===== config.mk =====
export PLATFORM = sky130hd
export DESIGN_NAME = param_seq_addsub
export DESIGN_NICKNAME = d
export VERILOG_FILES = /design/src/rtl/param_seq_addsub.sv
export SDC_FILE = /design/constraint.sdc
export NUM_CORES = 1
export LEC_CHECK = 0
export BUFFER_PORTS_ARGS = -buffer_cell sky130_fd_sc_hd__buf_2
export CAP_MARGIN = 40
export CORE_MARGIN = 2
export CORE_UTILIZATION = 41
export CTS_BUF_LIST = sky130_fd_sc_hd__clkbuf_16
export DETAILED_ROUTE_END_ITERATION = 8
export SYNTH_ARGS = -nofsm -noshare
export SYNTH_HDL_FRONTEND = slang
export SYNTH_SLANG_ARGS = --single-unit

===== constraint.sdc =====
create_clock -name i_clk -period 3.3 [get_ports i_clk]
set_clock_uncertainty 0.1 [all_clocks]
set_input_delay 0.495 -clock i_clk [delete_from_list [all_inputs] [get_ports i_clk]]
set_output_delay 0.495 -clock i_clk [all_outputs]
set_load 0.02 [all_outputs]

===== src/rtl/param_seq_addsub.sv =====
// Multi-cycle add/subtract unit: operands latched on a valid/ready handshake,
// summed CHUNK bits per clock through a registered carry, result held until accepted.
module param_seq_addsub #(
  parameter int unsigned WIDTH = 16,
  parameter int unsigned CHUNK = 4
) (
  input  logic             i_clk,
  input  logic             i_reset,
  input  logic             i_valid,
  output logic             o_ready,
  input  logic             i_sub,
  input  logic [WIDTH-1:0] i_add_term1,
  input  logic [WIDTH-1:0] i_add_term2,
  output logic             o_valid,
  input  logic             i_res_ready,
  output logic [WIDTH:0]   o_result,
  output logic             o_overflow
);

  localparam int unsigned NCHUNK = (CHUNK == 0) ? 1 : WIDTH / CHUNK;
  localparam int unsigned CNT_W  = (NCHUNK > 1) ? $clog2(NCHUNK) : 1;
  localparam int unsigned SUM_W  = CHUNK + 1;

  generate
    if (WIDTH < 1 || CHUNK < 1 || (WIDTH % CHUNK) != 0) begin : g_bad_params
      $error("param_seq_addsub: WIDTH must be >= 1 and a multiple of CHUNK");
    end
  endgenerate

  typedef enum logic [1:0] {
    IDLE = 2'd0,
    BUSY = 2'd1,
    DONE = 2'd2
  } state_t;

  state_t             state_q;
  state_t             state_d;
  logic               accept_c;
  logic               step_c;
  logic               handoff_c;
  logic               last_c;

  logic [WIDTH-1:0]   a_q;
  logic [WIDTH-1:0]   b_q;
  logic               sub_q;
  logic               carry_q;
  logic [CNT_W-1:0]   cnt_q;
  logic [WIDTH:0]     result_q;
  logic               ovf_q;
  logic               valid_q;
  logic               ready_q;

  logic [CHUNK-1:0]   a_chunk_c;
  logic [CHUNK-1:0]   b_chunk_c;
  logic [SUM_W-1:0]   sum_c;
  logic               msb_cin_c;

  // State register
  always_ff @(posedge i_clk) begin
    if (i_reset) state_q <= IDLE;
    else         state_q <= state_d;
  end

  // Next-state and control strobes
  always_comb begin
    state_d   = state_q;
    accept_c  = 1'b0;
    step_c    = 1'b0;
    handoff_c = 1'b0;
    case (state_q)
      IDLE: begin
        if (i_valid && ready_q) begin
          accept_c = 1'b1;
          state_d  = BUSY;
        end
      end
      BUSY: begin
        step_c = 1'b1;
        if (last_c) state_d = DONE;
      end
      DONE: begin
        if (i_res_ready) begin
          handoff_c = 1'b1;
          state_d   = IDLE;
        end
      end
      default: state_d = IDLE;
    endcase
  end

  assign last_c = (cnt_q == CNT_W'(NCHUNK - 1));

  // One chunk of the ripple sum; the MSB carry-in is recovered from the sum bit
  assign a_chunk_c = CHUNK'(a_q >> (cnt_q * CHUNK));
  assign b_chunk_c = CHUNK'(b_q >> (cnt_q * CHUNK));
  assign sum_c     = SUM_W'(a_chunk_c) + SUM_W'(b_chunk_c) + SUM_W'(carry_q);
  assign msb_cin_c = a_chunk_c[CHUNK-1] ^ b_chunk_c[CHUNK-1] ^ sum_c[CHUNK-1];

  // Operand latch, chunk datapath and result/flag registers
  always_ff @(posedge i_clk) begin
    if (i_reset) begin
      a_q      <= '0;
      b_q      <= '0;
      sub_q    <= 1'b0;
      carry_q  <= 1'b0;
      cnt_q    <= '0;
      result_q <= '0;
      ovf_q    <= 1'b0;
      valid_q  <= 1'b0;
      ready_q  <= 1'b1;
    end else begin
      ready_q <= (state_d == IDLE);
      if (accept_c) begin
        a_q     <= i_add_term1;
        b_q     <= i_sub ? ~i_add_term2 : i_add_term2;
        sub_q   <= i_sub;
        carry_q <= i_sub;
        cnt_q   <= '0;
      end
      if (step_c) begin
        result_q[cnt_q*CHUNK +: CHUNK] <= sum_c[CHUNK-1:0];
        carry_q                        <= sum_c[CHUNK];
        cnt_q                          <= cnt_q + CNT_W'(1);
        if (last_c) begin
          // Subtract reports borrow, the inverse of the final carry-out
          result_q[WIDTH] <= sum_c[CHUNK] ^ sub_q;
          ovf_q           <= msb_cin_c ^ sum_c[CHUNK];
          valid_q         <= 1'b1;
        end
      end
      if (handoff_c) valid_q <= 1'b0;
    end
  end

  assign o_ready    = ready_q;
  assign o_valid    = valid_q;
  assign o_result   = result_q;
  assign o_overflow = ovf_q;

endmodule


==> metrics.yaml <==
outcome: "finished clean"
pwr_density_cell_nw_per_um2: 588
setup_viol: 0
postCtsHoldBufs: 0
slew_violations: 0
power_frac_clock_pct: 46.1
fin_tns_setup_ns: 0
cts_tree: "built"
synthArstFlopShare_pct: 0
grt_max_degree: 51
setup_slack_ns: 0.402
vdd_drop_max_mv: 0.411
power_frac_comb_pct: 14.2
drt-total-wl_um: 5630
htree_levels: 3
initial_core_util_pct: 42.2
via_per_inst: 5.06
clock_latency_ns: 0.33
synth_top_area_share_pct: 43.6
yosysTopAreaCell: "dfxtp_1"
period_minus_slack_ns: 2.90
cap_violations: 0
wl_per_cell_um: 13.3
syn_area_per_cell_sq_um: 9.25
path_class: "register to register"
crit_path_end_kind: "register"
slew_headroom_pct: 51.8
gr-total-overflow: 0
die_w_um: 84.6
fin_crit_sh_pct: 87.8
drtIter0Drc: 84
timing.critical_path.mode_cell: "fa_1"
num_antenna_cells: 0
post_cts_buffers: 0
swShare_pct: 25.7
max_freq_ghz: 0.345
synth_warnings: 0
antenna_found_initial: 0
critPathLaunchType: "register"
intPower_mw: 1.45
drive_gt1_share_pct: 25.1
area_delta_synth_final_pct: 24.1
rows: 29
seqPwrFrac_pct: 39.7
cp_top_family: "adder cells"
yosys-top-cells-area: "dfxtp_1, mux4_2, nand2_1"
grtUsageTotal_pct: 17.2
leakagePower_nw: 1.34
grt_pass1_wl_um: 9630
fin_nets: 390
postCtsResizedCells: 0
synth_seq_cells: 58
met2_usage_pct: 26.8
drcViolationCount: 0
ios: 57
cts_max_path_buffers: 2
dp_slack_ns: 0.395
arrival_ns: 3.03
dp_hpwl_um: 3980
critPathMaxFanout: 4
clk_pin_slew_ns: 0.05
port_buffers: 56
grt.busiest_layer: "met2"
dieArea_sq_um: 7160
switchingPower_uw: 499
hold_violations: 0
ctsRootBufferMaster: "clkbuf_16"
drtPass1Iterations: 4
cpMaxStageDelayCell: "mux4_2"
hold_class: "input pin to register"
gr-usage-met1_pct: 21.5
worstPathBufferInverterCount: 0
core-area_sq_um: 6310
crit_required_ns: 3.43
ys.flop_type: "dfxtp_1"
num_vias: 2141
synth_edf_count: 0
critical_path.cell_chain: "mux4_2, fa_1, fa_1, a21o_1, a21oi_1, nand3_1, a311oi_1"
met3_usage_pct: 6.10
cts.sinks: 58
synth_nets: 337
slowest_delay_ns: 0.55
numCtsBuffers: 9
grt_pass1_vias: 2062
die_h_um: 84.6
worst_pin_slew_ns: 0.720
netlist_area_sq_um: 2660
gp_congestion: 0.813
rsz0062_at_grt: "false"
ant_nets: 0
synthCells: 288
synth_cell_types: 32
yosysSeqAreaShare_pct: 43.6
## Yosys cell counts (all sizes together), types with 2 or more instances
cell type and n:
a211oi 16, a21o 3, a21oi 30, a22oi 10, a311oi 2, and4 2
buf 9, clkbuf 10, dfxtp 58, fa 2, ha 10, inv 2
mux4 8, nand2 46, nand2b 6, nand3 3, nand3b 4, nor2 34
o21ai 3, or4 2, xnor2 17, xor2 2
## state kept, by name, indices dropped and copies added (netlist names)
name / flops
a_q: 16
b_q: 16
carry_q: 1
cnt_q: 2
o_overflow: 1
o_ready: 1
o_result: 17
o_valid: 1
state_q: 2
sub_q: 1
## kinds of logic (layout without fill, tap and decap cells)
family | count (synthesis) | count (layout) | share of synthesized area, %
adders and majority gates | 12 | 12 | 6.20
muxes | 8 | 8 | 6.76
and+or+nand+nor | 103 | 103 | 17.8
buffers and inverters | 21 | 79 | 3.38
xor gates and xnor gates | 19 | 19 | 6.25
DFF | 58 | 58 | 43.6
AOI/OAI and AO/OA | 67 | 67 | 16.0
## tightest hold or removal path, stage by stage
cell     delay [ns]
buf_2          0.09
nand2_1        0.04
a21oi_1        0.05
## path summary, 6_finish.rpt
path,start,end,slack [ns],cells past startpoint
setup / recovery,cnt_q[0],o_result[16],0.40,7
hold / removal,i_add_term1[6],a_q[6],0.30,3
setup reg to reg,cnt_q[0],o_result[16],0.40,7
hold reg to reg,o_result[8],o_result[8],0.35,2
## power by group through the flow
stage	combinational, mW	clock [mW]	sequential, mW
2_1_floorplan	0.199	0	0.785
5_1_grt	0.311	0.956	0.778
4_1_cts	0.280	0.917	0.773
6_report	0.276	0.895	0.773
3_3_place_gp	0.278	0	0.786
3_5_place_dp	0.279	0	0.788
## placed cells by master (no fill, tap or decap), types with 3 or more instances in the layout
cell and count:
mux4_2 8, nor2_1 34, dfxtp_1 58, o21ai_1 3
nand2_1 45, ha_1 10, a211oi_1 16, nand2b_1 6
buf_2 56, clkbuf_16 9, clkinvlp_4 3, buf_4 5
nand3b_1 4, xnor2_1 17, a21oi_1 30, a21o_1 3
nand3_1 3, a22oi_1 10
## layout make-up
cell class                 count  area, sq um
clock buffer                   9          225
clock inverter                 7         70.1
sequential                    58         1160
fill                         625         3010
inverter                       2         7.51
multi-input combinational    209         1430
timing repair buffer          61          318
tap                           77         96.3
## per-stage QoR
stage	cell area (sq um)	hold slack [ns]	cells	power, mW	utilization (%)
4_1_cts	3310	0.298	423	1.97	52.4
3_3_place_gp	3010	0.337	407	1.06	47.7
3_5_place_dp	3010	0.341	407	1.07	47.7
2_1_floorplan	2660	0.333	288	0.984	-
5_1_grt	3310	0.295	423	2.05	52.4
6_report	3310	0.305	423	1.94	52.4
## per-layer routing
layer	vias to the layer above	routed length [um]
li1	1119	-
met1	964	2620
met2	48	2600
met3	10	313
met4	0	102
met5	-	0
No activity file was read; power rests on OpenSTA's default activity.
